**config.mk**
```make
export PLATFORM = sky130hd
export DESIGN_NAME = market_trade_sequencer_flat
export DESIGN_NICKNAME = d
export VERILOG_FILES = /design/src/rtl/market_trade_sequencer_if.sv /design/src/rtl/market_trade_sequencer.sv /design/src/flat_wrapper.sv
export SDC_FILE = /design/constraint.sdc
export NUM_CORES = 1
export LEC_CHECK = 0
export ABC_AREA = 1
export CAP_MARGIN = 20
export CORE_ASPECT_RATIO = 2
export CORE_MARGIN = 2
export CORE_UTILIZATION = 60
export DETAILED_ROUTE_END_ITERATION = 7
export PLACE_DENSITY_LB_ADDON = 0.15
export SYNTH_ARGS = -nofsm -noshare
export SYNTH_HDL_FRONTEND = slang
export SYNTH_SLANG_ARGS = --single-unit
```
**constraint.sdc**
```tcl
create_clock -name clock_50 -period 6.5 [get_ports clock_50]
set_input_delay 0.975 -clock clock_50 [delete_from_list [all_inputs] [get_ports clock_50]]
set_output_delay 0.975 -clock clock_50 [all_outputs]
set_load 0.02 [all_outputs]
```
**src/rtl/market_trade_sequencer_if.sv**
```systemverilog
`default_nettype none
// ============================================================================
//  Module   : market_trade_sequencer_if
//  Purpose  : Sell-request valid/ready channel between player logic and the
//             market trade sequencer.
//  Revision : 1.0  initial release
// ============================================================================
interface market_trade_sequencer_if #(
   parameter int QTY_W = 8
);
   logic             sell_valid;
   logic             sell_ready;
   logic             sell_stock;
   logic [QTY_W-1:0] sell_amt;

   modport master (
      output sell_valid,
      output sell_stock,
      output sell_amt,
      input  sell_ready
   );

   modport slave (
      input  sell_valid,
      input  sell_stock,
      input  sell_amt,
      output sell_ready
   );
endinterface
`default_nettype wire

```
**src/rtl/market_trade_sequencer.sv**
```systemverilog
`default_nettype none
// ============================================================================
//  Module   : market_trade_sequencer
//  Purpose  : Owns two-stock market state (prices, holdings, cash), steps the
//             prices from an LFSR on each tick and commits player sell trades.
//             Optional macro MARKET_TRADE_STATS_EN adds trade counters.
//  Revision : 1.0  initial release
// ============================================================================
module market_trade_sequencer #(
   parameter int PRICE_W     = 12,
   parameter int QTY_W       = 8,
   parameter int CASH_W      = 24,
   parameter int FLUCT_BITS  = 5,
   parameter int UPPER_BOUND = 255,
   parameter int LOWER_BOUND = 1,
   parameter int INIT_PRICE  = 100,
   parameter int INIT_QTY    = 50,
   parameter int INIT_CASH   = 1000
) (
   input  wire logic               clock_50,
   input  wire logic               reset,
   input  wire logic               tick,
   market_trade_sequencer_if.slave sell_bus,
   output logic [PRICE_W-1:0]      price_a,
   output logic [PRICE_W-1:0]      price_b,
   output logic [QTY_W-1:0]        qty_a,
   output logic [QTY_W-1:0]        qty_b,
   output logic [CASH_W-1:0]       cash,
   output logic                    trade_done,
   output logic                    trade_reject,
   output logic                    price_upd,
   output logic                    tick_overrun
`ifdef MARKET_TRADE_STATS_EN
   ,
   output logic [15:0]             trades_ok,
   output logic [15:0]             trades_rej
`endif
);

   localparam logic [2:0] c_ST_IDLE    = 3'd0;
   localparam logic [2:0] c_ST_PRICE_A = 3'd1;
   localparam logic [2:0] c_ST_PRICE_B = 3'd2;
   localparam logic [2:0] c_ST_CHECK   = 3'd3;
   localparam logic [2:0] c_ST_COMMIT  = 3'd4;

   localparam logic [15:0] c_LFSR_SEED = 16'hACE1;

   localparam int c_PROD_W = QTY_W + PRICE_W;
   // One guard bit above the wider operand so the saturation compare sees overflow.
   localparam int c_SUM_W  = ((CASH_W > c_PROD_W) ? CASH_W : c_PROD_W) + 1;

   localparam logic [PRICE_W:0]   c_UPPER    = (PRICE_W+1)'(UPPER_BOUND);
   localparam logic [PRICE_W:0]   c_LOWER    = (PRICE_W+1)'(LOWER_BOUND);
   localparam logic [c_SUM_W-1:0] c_CASH_MAX = c_SUM_W'({CASH_W{1'b1}});

   logic [2:0]         r_state;
   logic [15:0]        r_lfsr;
   logic               r_tick_pend;
   logic               r_overrun;
   logic               r_sel_stock;
   logic [QTY_W-1:0]   r_sel_amt;
   logic [PRICE_W-1:0] r_price_a;
   logic [PRICE_W-1:0] r_price_b;
   logic [QTY_W-1:0]   r_qty_a;
   logic [QTY_W-1:0]   r_qty_b;
   logic [CASH_W-1:0]  r_cash;
   logic               r_trade_done;
   logic               r_trade_reject;
   logic               r_price_upd;

   logic                w_lfsr_fb;
   logic                w_sell_ready;
   logic [PRICE_W-1:0]  w_step_in;
   logic [PRICE_W-1:0]  w_step_out;
   logic [QTY_W-1:0]    w_sel_qty;
   logic [PRICE_W-1:0]  w_sel_price;
   logic                w_reject;
   logic                w_commit_now;
   logic                w_reject_now;
   logic [c_PROD_W-1:0] w_product;
   logic [c_SUM_W-1:0]  w_cash_sum;
   logic [CASH_W-1:0]   w_cash_next;

   // Random walk step; the extra MSB catches both underflow and overshoot.
   function automatic logic [PRICE_W-1:0] f_step(input logic [PRICE_W-1:0] price,
                                                 input logic [15:0]        lfsr);
      logic [PRICE_W:0] w_adj;
      logic [PRICE_W:0] w_res;
      w_adj = (PRICE_W+1)'(lfsr[FLUCT_BITS-1:0]);
      if (lfsr[15]) begin
         w_res = {1'b0, price} - w_adj;
         if (w_res[PRICE_W] || (w_res < c_LOWER))
            w_res = c_LOWER;
      end else begin
         w_res = {1'b0, price} + w_adj;
         if (w_res > c_UPPER)
            w_res = c_UPPER;
      end
      return w_res[PRICE_W-1:0];
   endfunction

   assign w_lfsr_fb    = r_lfsr[15] ^ r_lfsr[13] ^ r_lfsr[12] ^ r_lfsr[10];
   assign w_sell_ready = (r_state == c_ST_IDLE) && !tick && !r_tick_pend;

   assign w_step_in  = (r_state == c_ST_PRICE_A) ? r_price_a : r_price_b;
   assign w_step_out = f_step(w_step_in, r_lfsr);

   assign w_sel_qty   = r_sel_stock ? r_qty_b : r_qty_a;
   assign w_sel_price = r_sel_stock ? r_price_b : r_price_a;
   assign w_reject    = (r_sel_amt == '0) || (r_sel_amt > w_sel_qty);

   assign w_commit_now = (r_state == c_ST_COMMIT);
   assign w_reject_now = (r_state == c_ST_CHECK) && w_reject;

   assign w_product   = c_PROD_W'(r_sel_amt) * c_PROD_W'(w_sel_price);
   assign w_cash_sum  = c_SUM_W'(r_cash) + c_SUM_W'(w_product);
   assign w_cash_next = (w_cash_sum > c_CASH_MAX) ? {CASH_W{1'b1}} : w_cash_sum[CASH_W-1:0];

   always_ff @(posedge clock_50) begin
      if (reset) begin
         r_state        <= c_ST_IDLE;
         r_lfsr         <= c_LFSR_SEED;
         r_tick_pend    <= 1'b0;
         r_overrun      <= 1'b0;
         r_sel_stock    <= 1'b0;
         r_sel_amt      <= '0;
         r_price_a      <= PRICE_W'(INIT_PRICE);
         r_price_b      <= PRICE_W'(INIT_PRICE);
         r_qty_a        <= QTY_W'(INIT_QTY);
         r_qty_b        <= QTY_W'(INIT_QTY);
         r_cash         <= CASH_W'(INIT_CASH);
         r_trade_done   <= 1'b0;
         r_trade_reject <= 1'b0;
         r_price_upd    <= 1'b0;
      end else begin
         r_lfsr         <= {r_lfsr[14:0], w_lfsr_fb};
         r_trade_done   <= 1'b0;
         r_trade_reject <= 1'b0;
         r_price_upd    <= 1'b0;

         // Only one tick can wait; a second one while busy is lost.
         if (tick && (r_state != c_ST_IDLE)) begin
            if (r_tick_pend)
               r_overrun <= 1'b1;
            else
               r_tick_pend <= 1'b1;
         end

         case (r_state)
            c_ST_IDLE: begin
               if (tick || r_tick_pend) begin
                  r_tick_pend <= 1'b0;
                  r_state     <= c_ST_PRICE_A;
               end else if (sell_bus.sell_valid) begin
                  r_sel_stock <= sell_bus.sell_stock;
                  r_sel_amt   <= sell_bus.sell_amt;
                  r_state     <= c_ST_CHECK;
               end
            end
            c_ST_PRICE_A: begin
               r_price_a <= w_step_out;
               r_state   <= c_ST_PRICE_B;
            end
            c_ST_PRICE_B: begin
               r_price_b   <= w_step_out;
               r_price_upd <= 1'b1;
               r_state     <= c_ST_IDLE;
            end
            c_ST_CHECK: begin
               if (w_reject) begin
                  r_trade_reject <= 1'b1;
                  r_state        <= c_ST_IDLE;
               end else begin
                  r_state <= c_ST_COMMIT;
               end
            end
            c_ST_COMMIT: begin
               if (r_sel_stock)
                  r_qty_b <= r_qty_b - r_sel_amt;
               else
                  r_qty_a <= r_qty_a - r_sel_amt;
               r_cash       <= w_cash_next;
               r_trade_done <= 1'b1;
               r_state      <= c_ST_IDLE;
            end
            default: r_state <= c_ST_IDLE;
         endcase
      end
   end

`ifdef MARKET_TRADE_STATS_EN
   logic [15:0] r_trades_ok;
   logic [15:0] r_trades_rej;

   // Counters move on the same edge that raises the matching pulse.
   always_ff @(posedge clock_50) begin
      if (reset) begin
         r_trades_ok  <= '0;
         r_trades_rej <= '0;
      end else begin
         if (w_commit_now && (r_trades_ok != 16'hFFFF))
            r_trades_ok <= r_trades_ok + 16'd1;
         if (w_reject_now && (r_trades_rej != 16'hFFFF))
            r_trades_rej <= r_trades_rej + 16'd1;
      end
   end

   assign trades_ok  = r_trades_ok;
   assign trades_rej = r_trades_rej;
`else
   logic w_unused_stats;
   assign w_unused_stats = w_commit_now ^ w_reject_now;
`endif

   assign sell_bus.sell_ready = w_sell_ready;
   assign price_a      = r_price_a;
   assign price_b      = r_price_b;
   assign qty_a        = r_qty_a;
   assign qty_b        = r_qty_b;
   assign cash         = r_cash;
   assign trade_done   = r_trade_done;
   assign trade_reject = r_trade_reject;
   assign price_upd    = r_price_upd;
   assign tick_overrun = r_overrun;

endmodule
`default_nettype wire

```
**src/flat_wrapper.sv**
```systemverilog
// flat-port wrapper written by rule: the top's interface ports become plain ports
module market_trade_sequencer_flat 
#(
   parameter int PRICE_W     = 12,
   parameter int QTY_W       = 8,
   parameter int CASH_W      = 24,
   parameter int FLUCT_BITS  = 5,
   parameter int UPPER_BOUND = 255,
   parameter int LOWER_BOUND = 1,
   parameter int INIT_PRICE  = 100,
   parameter int INIT_QTY    = 50,
   parameter int INIT_CASH   = 1000
)
  (clock_50, reset, tick, price_a, price_b, qty_a, qty_b, cash, trade_done, trade_reject, price_upd, tick_overrun, sell_bus_sell_valid, sell_bus_sell_stock, sell_bus_sell_amt, sell_bus_sell_ready);
  market_trade_sequencer_if #(.QTY_W(QTY_W)) sell_bus_i ();
  input  wire logic clock_50;
  input  wire logic reset;
  input  wire logic tick;
  output logic [PRICE_W-1:0] price_a;
  output logic [PRICE_W-1:0] price_b;
  output logic [QTY_W-1:0] qty_a;
  output logic [QTY_W-1:0] qty_b;
  output logic [CASH_W-1:0] cash;
  output logic trade_done;
  output logic trade_reject;
  output logic price_upd;
  output logic tick_overrun;
  input wire logic [$bits(sell_bus_i.sell_valid)-1:0] sell_bus_sell_valid;
  input wire logic [$bits(sell_bus_i.sell_stock)-1:0] sell_bus_sell_stock;
  input wire logic [$bits(sell_bus_i.sell_amt)-1:0] sell_bus_sell_amt;
  output wire logic [$bits(sell_bus_i.sell_ready)-1:0] sell_bus_sell_ready;
  assign sell_bus_i.sell_valid = sell_bus_sell_valid;
  assign sell_bus_i.sell_stock = sell_bus_sell_stock;
  assign sell_bus_i.sell_amt = sell_bus_sell_amt;
  assign sell_bus_sell_ready = sell_bus_i.sell_ready;
  market_trade_sequencer #(.PRICE_W(PRICE_W), .QTY_W(QTY_W), .CASH_W(CASH_W), .FLUCT_BITS(FLUCT_BITS), .UPPER_BOUND(UPPER_BOUND), .LOWER_BOUND(LOWER_BOUND), .INIT_PRICE(INIT_PRICE), .INIT_QTY(INIT_QTY), .INIT_CASH(INIT_CASH)) u_core (.clock_50(clock_50), .reset(reset), .tick(tick), .sell_bus(sell_bus_i), .price_a(price_a), .price_b(price_b), .qty_a(qty_a), .qty_b(qty_b), .cash(cash), .trade_done(trade_done), .trade_reject(trade_reject), .price_upd(price_upd), .tick_overrun(tick_overrun));
endmodule
```
==> results.sh, run 1 <==
export IMPL_grt_max_degree=52
export IMPL_synth_seq_cells=97
export IMPL_gp_congestion=0.999
export IMPL_ant_nets=0
export IMPL_synth_cell_types=43
export IMPL_finalCritPeriodShare_pct=93.6
export IMPL_critical_path_startpoint="u_core.r_sel_stock"
export IMPL_overflow=0
export IMPL_ys_top_cells_by_area="dfxtp_1 (22%), fa_1 (18%), inv_1 (11%), ha_1 (11%), nand2_1 (8.2%)"
export IMPL_synth_commonest_cells="inv_1 (263), nand2_1 (195), nor2_1 (106)"
export IMPL_drive_gt1_share_pct=4.03
export IMPL_p_per_area_nw_per_um2=255
export IMPL_die_h_um=177
export IMPL_clock_skew_ns=0.0167
export IMPL_initialDrtViolationCount=548
export IMPL_p_total_mw=2.61
export IMPL_ctsResizeCount=0
export IMPL_drt_pre_antenna_iters=5
export IMPL_yosys_cell_count_top_type="inv_1"
export IMPL_initial_utilization_pct=60.9
export IMPL_synthCells=1223
export IMPL_rsz0062_at_grt="no"
export IMPL_area_growth_syn_to_layout_pct=14.0
export IMPL_final_net_count=1458
export IMPL_path_clk_slew_ns=0.08
export IMPL_startpoint_type="flop"
export IMPL_status="completed"
export IMPL_yosys_warnings=0
export IMPL_worst_pin_slew_ns=0.974
export IMPL_cp_required_ns=6.76
export IMPL_cts_buffers=9
export IMPL_setup_violations=0
export IMPL_r2r_start="u_core.r_sel_stock"
export IMPL_holdPathStages=2
export IMPL_holdPathEnd="u_core.r_lfsr[12]"
export IMPL_worstHoldPathType="flop to flop"
export IMPL_rrSetupSlack_ns=0.42
export IMPL_grt_pass1_wl_um=40900
export IMPL_track_usage_pct=32.4
export IMPL_port_buffers=81
export IMPL_vias_per_cell=5.53
export IMPL_fin_area_um2=10200
export IMPL_antenna_found_initial=0
export IMPL_synth_top_area_cell="dfxtp_1"
export IMPL_vdd_drop_max_uv=204
export IMPL_grt_pass1_vias=8519
export IMPL_max_slew_margin_pct=34.4
export IMPL_maxSlewViolCount=0
export IMPL_worstPathMaxFanout=36
export IMPL_cts_hold_buf=0
export IMPL_fillCellCount=1286
export IMPL_cts_tree="built"
export IMPL_setup_tns_ns=0
export IMPL_rows=63
export IMPL_rr_worst_depth=24
export IMPL_ios=82
export IMPL_post_dp_cell_area_um2=9910
export IMPL_max_freq_mhz=164
export IMPL_core_um2=14700
export IMPL_cts_sinks=97
export IMPL_htree_num_levels=3
export IMPL_synth_top_area_share_pct=21.6
export IMPL_p_leak_nw=5.11
export IMPL_timing_rr_end="u_core.cash[22]"
export IMPL_synth_edf_count=0
export IMPL_yosysSeqAreaShare_pct=21.6
export IMPL_clockRootBuffer="clkbuf_16"
export IMPL_drt_wl_total_um=24900
export IMPL_ys_flop_type="dfxtp_1"
export IMPL_hpwl_um=19900
export IMPL_route_detailed_drc=0
export IMPL_diodes=0
export IMPL_path_class="flop to flop"
export IMPL_postCtsSetupBuffers=0
export IMPL_via_count=8221
export IMPL_synthesis_area_um2=8970
export IMPL_cts_path_max_buffers=2
export IMPL_syn_nets=1395
export IMPL_end_kind="flop"
export IMPL_avgSynthCellArea_um2=7.34
export IMPL_synthArstFlopShare_pct=0
export IMPL_clock_latency_ns=0.37
export IMPL_cp_arrival_ns=6.34
export IMPL_die_w_um=90.5
export IMPL_hold_violations=0
export IMPL_fin_crit_ns=6.08
export IMPL_dieArea_um2=16000
export IMPL_min_delay_start="u_core.r_lfsr[11]"
export IMPL_wl_per_cell_um=16.7
export IMPL_cap_violations=0
==> cell families after synthesis <==
kind of cell / synth area share (%)
compound gates: 15.0
xor+xnor: 3.12
fa+ha+maj: 29.0
buf+inv: 13.0
flops: 21.6
mux: 0.446
simple gates: 17.8
==> routing by layer <==
layer | GRT usage (%) | vias to the layer above | routed length [um]
met5 | 0 | - | 0
met4 | 22.4 | 0 | 1750
met3 | 3.32 | 115 | 937
met2 | 61.6 | 296 | 13500
met1 | 32.4 | 3861 | 8650
li1 | - | 3949 | -
==> final cells by class <==
type	instances	area, um^2	share of cell area (%)
clock inverters	7	91.3	0.893
inverters	270	1010	9.91
well taps	195	244	2.39
clock buffers	9	225	2.20
repair buffers	87	851	8.32
flip-flops and latches	97	1940	19.0
multi-input cells	821	5860	57.3
==> how the worst max path moves through the flow <==
stage | slack (ns) | end | cells past startpoint
final | 0.42 | u_core.cash[22] | 24
after global routing | 0.11 | u_core.cash[22] | 24
after CTS | 0.53 | u_core.cash[22] | 24
after detailed placement | 0.56 | u_core.cash[22] | 24
after global placement | 0.67 | u_core.cash[22] | 24
after floorplan | 1.38 | u_core.cash[19] | 23
==> through the flow <==
step	util, %	std cells	worst slack (ns)	hold WS (ns)
detailed placement	67.2	1470	0.562	0.400
CTS	69.4	1486	0.527	0.417
finish	69.4	1486	0.417	0.416
floorplan	-	1223	1.38	0.388
global route	69.4	1486	0.112	0.435
global placement	67.2	1470	0.665	0.396
==> power breakdown <==
part	leakage [nW]	total [mW]	internal [mW]	switching (mW)
Combinational	4.17	1.33	0.484	0.849
Clock	0.152	0.575	0.277	0.298
Sequential	0.792	0.701	0.641	0.0603
Total	5.11	2.61	1.40	1.21
==> layout by cell type (no fill, tap or decap), types with 6 or more instances in the layout <==
master	instances
nand2_2	7
inv_1	263
nor3_1	7
buf_4	6
xor2_1	24
nand2_1	195
dfxtp_1	97
or2_2	7
nand3_1	35
nor2_1	106
a21oi_1	104
xnor2_1	8
clkdlybuf4s50_1	80
o211ai_1	8
fa_1	82
o21ai_1	13
o21ai_0	95
clkbuf_16	9
ha_1	77
nand4_1	6
==> flip-flops by register name, indices dropped and copies added, names as in the netlist <==
register             flops
u_core.cash             24
u_core.r_sel_amt         8
u_core.trade_done        1
u_core.r_tick_pend       1
u_core.r_sel_stock       1
u_core.r_state           3
u_core.price_upd         1
u_core.tick_overrun      1
u_core.price_a          12
u_core.qty_a             8
u_core.qty_b             8
u_core.price_b          12
u_core.r_lfsr           16
u_core.trade_reject      1
==> worst max-delay path, stage by stage (launching register included) <==
cell and delay [ns]:
dfxtp_1 0.32, buf_4 0.24, o21ai_0 0.80, inv_1 0.20
nand2_1 0.15, fa_1 0.48, fa_1 0.55, inv_1 0.05
fa_1 0.52, inv_1 0.05, fa_1 0.52, inv_1 0.04
ha_1 0.34, a21oi_1 0.16, a21boi_1 0.30, inv_1 0.12
nand3_1 0.08, nand3_1 0.19, nor2_1 0.14, buf_4 0.22
inv_1 0.19, a21oi_1 0.15, o21ai_1 0.08, nand2_1 0.06
inv_1 0.04
No activity file was read; power rests on OpenSTA's default activity.
==> inputs of run 2 (changes only) <==
--- a/config.mk
+++ b/config.mk
@@ -6,11 +6,13 @@
 export NUM_CORES = 1
 export LEC_CHECK = 0
 export ABC_AREA = 1
+export ABC_CLOCK_PERIOD_IN_PS = 6500
 export CAP_MARGIN = 20
 export CORE_ASPECT_RATIO = 2
 export CORE_MARGIN = 2
 export CORE_UTILIZATION = 60
 export DETAILED_ROUTE_END_ITERATION = 7
+export MAX_ROUTING_LAYER = met4
 export PLACE_DENSITY_LB_ADDON = 0.15
 export SYNTH_ARGS = -nofsm -noshare
 export SYNTH_HDL_FRONTEND = slang
==> constraint.sdc (replaced) <==
create_clock -name clock_50 -period 6.5 [get_ports clock_50]
set_input_delay 0.975 -clock clock_50 [delete_from_list [all_inputs] [get_ports clock_50]]
set_output_delay 0.975 -clock clock_50 [all_outputs]
set_load 0.1 [all_outputs]
==> results.sh, run 2 (synthesis results as in run 1) <==
export IMPL_overflow=0
export IMPL_initialDrtViolationCount=471
export IMPL_diodes=0
export IMPL_rsz0062_at_grt="no"
export IMPL_track_usage_pct=33.4
export IMPL_path_class="flop to flop"
export IMPL_post_dp_cell_area_um2=9930
export IMPL_vias_per_cell=5.54
export IMPL_p_per_area_nw_per_um2=273
export IMPL_drt_pre_antenna_iters=7
export IMPL_cts_buffers=9
export IMPL_holdPathStages=2
export IMPL_status="completed"
export IMPL_path_clk_slew_ns=0.08
export IMPL_wl_per_cell_um=16.9
export IMPL_drt_wl_total_um=25100
export IMPL_p_total_mw=2.80
export IMPL_core_um2=14700
export IMPL_ant_nets=0
export IMPL_setup_tns_ns=0
export IMPL_initial_utilization_pct=60.9
export IMPL_grt_max_degree=51
export IMPL_clock_skew_ns=0.0123
export IMPL_dp_slack_ns=0.642
export IMPL_worstHoldPathType="flop to flop"
export IMPL_antenna_found_initial=0
export IMPL_port_buffers=81
export IMPL_ctsResizeCount=0
export IMPL_setup_violations=0
export IMPL_finalCritPeriodShare_pct=91.0
export IMPL_p_leak_nw=5.13
export IMPL_worst_pin_slew_ns=1.04
export IMPL_worstPathMaxFanout=22
export IMPL_largest_register_ffs=24
export IMPL_end_kind="flop"
export IMPL_hpwl_um=20400
export IMPL_cts_hold_buf=0
export IMPL_grt_pass1_vias=8402
export IMPL_post_route_worst_setup_slack_ns=0.582
export IMPL_timing_rr_end="u_core.cash[22]"
export IMPL_gp_congestion=0.984
export IMPL_final_cell_mix="inv_1 (263), nand2_1 (195), nor2_1 (106)"
export IMPL_clockRootBuffer="clkbuf_16"
export IMPL_rows=63
export IMPL_final_util_pct=69.5
export IMPL_cts_path_max_buffers=2
export IMPL_dieArea_um2=16000
export IMPL_final_common_cell="inv_1"
export IMPL_via_count=8252
export IMPL_area_growth_syn_to_layout_pct=14.2
export IMPL_r2r_start="u_core.r_sel_stock"
export IMPL_max_slew_margin_pct=30.2
export IMPL_drive_gt1_share_pct=4.25
export IMPL_htree_num_levels=3
export IMPL_ios=82
export IMPL_clock_latency_ns=0.38
export IMPL_holdPathEnd="u_core.r_lfsr[12]"
export IMPL_slowest_stage="o21ai_0"
export IMPL_cpMostUsedCell="inv_1"
export IMPL_grt_pass1_wl_um=40500
export IMPL_maxSlewViolCount=0
export IMPL_cap_violations=0
export IMPL_route_detailed_drc=0
export IMPL_max_freq_mhz=169
export IMPL_min_delay_start="u_core.r_lfsr[11]"
export IMPL_fin_area_um2=10200
export IMPL_rrSetupSlack_ns=0.58
export IMPL_die_h_um=177
export IMPL_final_net_count=1461
export IMPL_crit_chain="buf_4 > o21ai_0 > inv_1 > nand2_1 > fa_1 > fa_1 > inv_1 > fa_1 > inv_1 > fa_1 > inv_1 > ha_1 > a21oi_1 > a21boi_1 > inv_1 > nand3_1 > nand3_1 > nor2_1 > buf_4 > inv_1 > a21oi_1 > o21ai_1 > nand2_1 > inv_1"
export IMPL_hold_violations=0
export IMPL_startpoint_type="flop"
export IMPL_rr_worst_depth=24
export IMPL_fin_crit_ns=5.92
export IMPL_cp_required_ns=6.77
export IMPL_cts_tree="built"
export IMPL_postCtsSetupBuffers=0
export IMPL_cp_arrival_ns=6.19
export IMPL_max_stage_delay_ns=0.70
export IMPL_die_w_um=90.5
export IMPL_cts_sinks=97
export IMPL_vdd_drop_max_uv=242
[run 2: cell types whose count changed in the layout (fill, tap and decap cells not counted), sizes merged]
| cell | change |
|---|---|
| inv | +1 |
| buf | +3 |
| clkinv | -1 |
[run 2: worst max-delay path, delay by kind of cell (launching register included)]
family,cells,cell delay [ns]
adders and majority gates,5,2.39
AOI/OAI and AO/OA,5,1.37
buffers and inverters,9,1.12
and+or+nand+nor,5,0.60
DFF,1,0.33
[run 2: layout make-up]
class,instances,area (um^2)
multi-input cells,821,5860
fillers,1315,4490
flip-flops and latches,97,1940
inverters,270,1010
repair buffers,90,873
well taps,195,244
clock buffers,9,225
clock inverters,7,88.8
[run 2: per-stage QoR]
step | hold slack, ns | instances
after floorplan | 0.388 | 1223
after global placement | 0.396 | 1473
after detailed placement | 0.393 | 1473
after CTS | 0.413 | 1489
after global routing | 0.431 | 1489
final | 0.412 | 1489
[run 2: power breakdown]
| group | switching, mW | total, mW | leakage, nW | internal, mW |
|---|---|---|---|---|
| logic | 1.04 | 1.53 | 4.18 | 0.487 |
| registers | 0.0579 | 0.699 | 0.792 | 0.641 |
| clock network | 0.293 | 0.570 | 0.152 | 0.277 |
| total | 1.39 | 2.80 | 5.13 | 1.40 |
[run 2: worst max-delay path by stage]
stage / start / slack (ns) / endpoint
floorplan: u_core.price_b[5] / 0.99 / u_core.cash[19]
global placement: u_core.r_sel_stock / 0.78 / u_core.cash[22]
detailed placement: u_core.r_sel_stock / 0.64 / u_core.cash[22]
CTS: u_core.r_sel_stock / 0.62 / u_core.cash[22]
global route: u_core.r_sel_stock / 0.12 / u_core.cash[22]
finish: u_core.r_sel_stock / 0.58 / u_core.cash[22]
[run 2: per-layer routing]
metal / wire length [um] / part of all wire, % / GRT usage, %
met1: 8820 / 35 / 32.3
met2: 13400 / 53 / 60.5
met3: 1060 / 4.2 / 4.77
met4: 1850 / 7.4 / 23.2
met5: 0 / 0 / -
==> inputs of run 3 (changes only) <==
--- a/config.mk
+++ b/config.mk
@@ -7,7 +7,6 @@
 export LEC_CHECK = 0
 export ABC_AREA = 1
 export ABC_CLOCK_PERIOD_IN_PS = 6500
-export CAP_MARGIN = 20
 export CORE_ASPECT_RATIO = 2
 export CORE_MARGIN = 2
 export CORE_UTILIZATION = 60
==> results of run 3 <==
Final layout, timing and power as in run 2 (identical DEF).
